**src/rtl/fifo_pkg.sv**
```systemverilog
// Shared definitions for the single-clock FIFO: default sizes and the
// data/pointer types used by the buffer and its storage.
package fifo_pkg;

  localparam int DATA_WIDTH = 16;
  localparam int ADDR_WIDTH = 3;
  localparam int DEPTH      = 1 << ADDR_WIDTH;

  // One word of FIFO payload.
  typedef logic [DATA_WIDTH-1:0] data_t;

  // Pointer = address bits plus one wrap bit in the MSB.
  typedef logic [ADDR_WIDTH:0] ptr_t;

endpackage : fifo_pkg

```
**src/rtl/fifo_mem.sv**
```systemverilog
// Storage for the FIFO: a DEPTH x DATA_WIDTH register array with one
// write port and one registered read port whose output clears on reset.
module fifo_mem
  import fifo_pkg::*;
#(
  parameter int DATA_WIDTH = fifo_pkg::DATA_WIDTH,
  parameter int ADDR_WIDTH = fifo_pkg::ADDR_WIDTH,
  parameter int DEPTH      = fifo_pkg::DEPTH
) (
  input  logic                  clk,
  input  logic                  rst,
  input  logic                  we,
  input  logic [ADDR_WIDTH-1:0] waddr,
  input  logic [DATA_WIDTH-1:0] wdata,
  input  logic                  re,
  input  logic [ADDR_WIDTH-1:0] raddr,
  output logic [DATA_WIDTH-1:0] rdata
);

  logic [DATA_WIDTH-1:0] mem [DEPTH];

  // Store the incoming word; contents are deliberately left untouched by reset.
  always_ff @(posedge clk) begin
    if (we) begin
      mem[waddr] <= wdata;
    end
  end

  // Registered read: rdata only changes on an accepted read, otherwise holds.
  always_ff @(posedge clk) begin
    if (rst) begin
      rdata <= '0;
    end else if (re) begin
      rdata <= mem[raddr];
    end
  end

endmodule : fifo_mem

```
**src/rtl/async_fifo_top.sv**
```systemverilog
// Single-clock FIFO top: owns the wrap-bit pointers, qualifies the
// write/read requests against the current flags and registers full/empty
// from the next-state pointers so the flags track the pointers exactly.
module async_fifo_top
  import fifo_pkg::*;
#(
  parameter int DATA_WIDTH = fifo_pkg::DATA_WIDTH,
  parameter int ADDR_WIDTH = fifo_pkg::ADDR_WIDTH,
  parameter int DEPTH      = fifo_pkg::DEPTH
) (
  input  logic                  clk,
  input  logic                  rst,
  input  logic                  w_en,
  input  logic [DATA_WIDTH-1:0] D_in,
  input  logic                  r_en,
  output logic [DATA_WIDTH-1:0] D_out,
  output logic                  full,
  output logic                  empty
);

  logic [ADDR_WIDTH:0] wr_ptr;
  logic [ADDR_WIDTH:0] rd_ptr;
  logic [ADDR_WIDTH:0] wr_ptr_nxt;
  logic [ADDR_WIDTH:0] rd_ptr_nxt;
  logic                w_acc;
  logic                r_acc;

  // Accept each request against the current flags, then derive next pointers.
  always_comb begin
    w_acc      = w_en && !full;
    r_acc      = r_en && !empty;
    wr_ptr_nxt = wr_ptr;
    rd_ptr_nxt = rd_ptr;
    if (w_acc) begin
      wr_ptr_nxt = wr_ptr + 1'b1;
    end
    if (r_acc) begin
      rd_ptr_nxt = rd_ptr + 1'b1;
    end
  end

  // Advance pointers and register flags computed from the next-state pointers.
  always_ff @(posedge clk) begin
    if (rst) begin
      wr_ptr <= '0;
      rd_ptr <= '0;
      empty  <= 1'b1;
      full   <= 1'b0;
    end else begin
      wr_ptr <= wr_ptr_nxt;
      rd_ptr <= rd_ptr_nxt;
      empty  <= (wr_ptr_nxt == rd_ptr_nxt);
      full   <= (wr_ptr_nxt[ADDR_WIDTH-1:0] == rd_ptr_nxt[ADDR_WIDTH-1:0]) &&
                (wr_ptr_nxt[ADDR_WIDTH] != rd_ptr_nxt[ADDR_WIDTH]);
    end
  end

  fifo_mem #(
    .DATA_WIDTH (DATA_WIDTH),
    .ADDR_WIDTH (ADDR_WIDTH),
    .DEPTH      (DEPTH)
  ) u_mem (
    .clk   (clk),
    .rst   (rst),
    .we    (w_acc),
    .waddr (wr_ptr[ADDR_WIDTH-1:0]),
    .wdata (D_in),
    .re    (r_acc),
    .raddr (rd_ptr[ADDR_WIDTH-1:0]),
    .rdata (D_out)
  );

endmodule : async_fifo_top

```
**config.mk**
```make
export PLATFORM = sky130hd
export DESIGN_NAME = async_fifo_top
export DESIGN_NICKNAME = d
export VERILOG_FILES = /design/src/rtl/fifo_pkg.sv /design/src/rtl/fifo_mem.sv /design/src/rtl/async_fifo_top.sv
export SDC_FILE = /design/constraint.sdc
export NUM_CORES = 1
export LEC_CHECK = 0
export CORE_MARGIN = 5
export CORE_UTILIZATION = 53
export CTS_CLUSTER_DIAMETER = 200
export DETAILED_ROUTE_END_ITERATION = 10
export PLACE_DENSITY = 0.77
export SLEW_MARGIN = 10
export SYNTH_ARGS = -nofsm -noshare
export SYNTH_HDL_FRONTEND = slang
export SYNTH_SLANG_ARGS = --single-unit
```
**constraint.sdc**
```tcl
create_clock -name clk -period 2.25 [get_ports clk]
set_clock_uncertainty 0.1 [all_clocks]
set_input_delay 0.45 -clock clk [delete_from_list [all_inputs] [get_ports clk]]
set_output_delay 0.45 -clock clk [all_outputs]
set_load 0.03 [all_outputs]
```
==> out/qor.yml <==
final_nets: 382
syn_nets: 316
reg2reg_from: "rd_ptr[0]"
leakage_nw: 2.30
synth_warnings: 0
drc_errors: 0
critPathRequiredTime_ns: 1.70
crit_fanout: 2
rr_worst_depth: 7
critical_path.slowest_cell: "clkdlybuf4s50_1"
post-dp-hpwl_um: 6700
dp.cells: 481
synth_commonest_cells: "edfxtp_1, nor2_1, mux4_2, dfxtp_1, mux2i_1"
final.min_clock_period_ns: 2.16
fill_cells: 720
grt_pass1_vias: 3076
ctsLongestPathBuffers: 2
htreeDepth: 4
antenna_cells: 0
crit_path_max_incr_delay_ns: 0.70
io_buffers: 37
drv_cap: 0
ys.flop_type: "edfxtp_1"
vias_per_cell: 5.55
tritoncts: "built"
status: "completed"
yosys.area.top_type_share_pct: 65.4
netlist_instances: 294
cts_sinks: 154
worst-path-buf-inv: 1
ys_seq_elements: 154
cp.depth: 1
hold_class: "flip-flop to flip-flop"
pin_count: 38
row_count: 38
worst_setup_path_end_kind: "output port"
clockRootBuffer: "clkbuf_8"
r2r_slack_ns: 0.49
syn_area_sq_um: 5880
finalHoldViolCount: 0
post_cts_resize_count: 0
synth-edff-count: 128
fin_crit_sh_pct: 96.0
reg2reg_to: "full"
synth.distinct_cells: 26
wirelength_um: 10500
p_per_area_nw_per_um2: 955
crit_start: "u_mem.rdata[7]"
core_area_sq_um: 10800
crit_path_end: "D_out[7]"
vias: 2846
die_h_um: 115
fmax_mhz: 463
worst_slew_margin_rel_pct: 76.2
post_cts.repair.setup_buffers: 0
ir_drop_mv: 0.541
overflow: 0
path_delay_family: "buffers and inverters"
synth-async-reset-ratio_pct: 0
synth_area_leaders: "edfxtp_1, mux4_2, dfxtp_1"
critPathArrivalTime_ns: 1.61
clk_pin_slew_worst_paths_ns: 0.06
report.final.slew_viol_count: 0
setup_viol: 0
yosysSeqAreaShare_pct: 74.2
drtIter0Drc: 182
grt_first_pass_wirelength_um: 16900
worstMarginPinSlew_ns: 0.355
cp-start-kind: "flip-flop"
yosysTopAreaCell: "edfxtp_1"
cts_buffers: 17
die_x_um: 115
syn_avg_cell_area_sq_um: 20.0
die_area_sq_um: 13300
holdWs_ns: 0.399
yosysMostFrequentCell: "edfxtp_1"
track_usage_pct: 17.7
grt_max_degree: 36
syn_to_final_growth_pct: 20.6
clk-insertion-delay-late_ns: 0.53
gp_congestion: 0.737
final_cells: 513
layout-drive-gt1-share_pct: 25.2
ant_nets: 0
rsz0062_at_grt: "no"
hold_buffers: 0
path_cells: "clkdlybuf4s50_1"
start_util_pct: 54.2
path_class: "flip-flop to output port"
wire_per_inst_um: 20.5
antenna_found_initial: 0
dr.pass1.iters: 4
-- through the flow --
stage / setup slack (ns) / instance area [sq um] / util [%] / total power [mW] / setup TNS [ns]
after floorplan: 0.225 / 5890 / - / 3.87 / 0
after global placement: 0.0490 / 6510 / 60.1 / 4.09 / 0
after detailed placement: -0.0255 / 6510 / 60.1 / 4.11 / -0.176
after CTS: 0.0641 / 7090 / 65.4 / 6.84 / 0
after global routing: 0.0429 / 7090 / 65.4 / 7.04 / 0
final: 0.0889 / 7090 / 65.4 / 6.77 / 0
-- per-layer routing --
metal / GRT usage (%) / vias up / part of all wire (%)
li1: - / 1318 / -
met1: 22.4 / 1449 / 41
met2: 29.4 / 61 / 54
met3: 4.32 / 18 / 3.4
met4: 7.51 / 0 / 1.7
met5: 0 / - / 0
-- worst min-delay path by stage --
stage | from | to | slack [ns] | cells past startpoint
after global routing | u_mem.rdata[14] | u_mem.rdata[14] | 0.43 | 2
final | u_mem.rdata[14] | u_mem.rdata[14] | 0.40 | 2
after floorplan | wr_ptr[3] | wr_ptr[3] | 0.40 | 2
after CTS | u_mem.rdata[10] | u_mem.rdata[10] | 0.40 | 2
after global placement | u_mem.rdata[13] | u_mem.rdata[13] | 0.39 | 2
after detailed placement | u_mem.rdata[10] | u_mem.rdata[10] | 0.39 | 2
-- state kept, by name, summed over array words and instances, names as in the netlist --
signal,flops
wr_ptr,4
u_mem.rdata,16
empty,1
u_mem.mem,128
rd_ptr,4
full,1
-- cells by family (layout without fill, tap and decap cells) --
kind of cell	count (synthesis)	count (layout)	share of synthesized area, %
simple gates	44	44	3.55
xor+xnor	10	10	1.62
compound gates	17	17	2.21
flops	154	154	74.2
mux	50	50	15.6
fa+ha+maj	2	2	0.426
buf+inv	17	96	2.38
-- power breakdown --
part	switching, mW	leakage [nW]	internal, mW
clock network	1.14	0.277	1.60
registers	0.0495	1.38	3.21
logic	0.409	0.644	0.374
total	1.59	2.30	5.18
-- layout make-up --
class	instances	area, sq um	share of cell area [%]
flip-flops and latches	154	4370	61.6
repair buffers	64	586	8.26
well taps	140	175	2.47
clock inverters	15	165	2.33
clock buffers	17	414	5.84
multi-input cells	123	1390	19.5
-- layout by cell type (no fill, tap or decap), types with 2 or more instances in the layout --
cell type	synthesis	layout
nand2b_1	3	3
bufinv_16	0	2
buf_4	2	26
clkdlybuf4s50_1	0	37
clkinvlp_4	0	3
clkbuf_16	0	16
ha_1	2	2
xor2_1	2	2
inv_6	0	4
clkinv_4	0	3
nand3b_1	3	3
mux4_2	28	28
clkinv_2	0	2
nor2_1	29	29
xnor2_1	7	7
mux4_1	4	4
dfxtp_1	26	25
nor3_2	0	2
mux2i_1	18	18
edfxtp_1	128	128
a211oi_1	16	16
(Power assumes the default switching activity.)
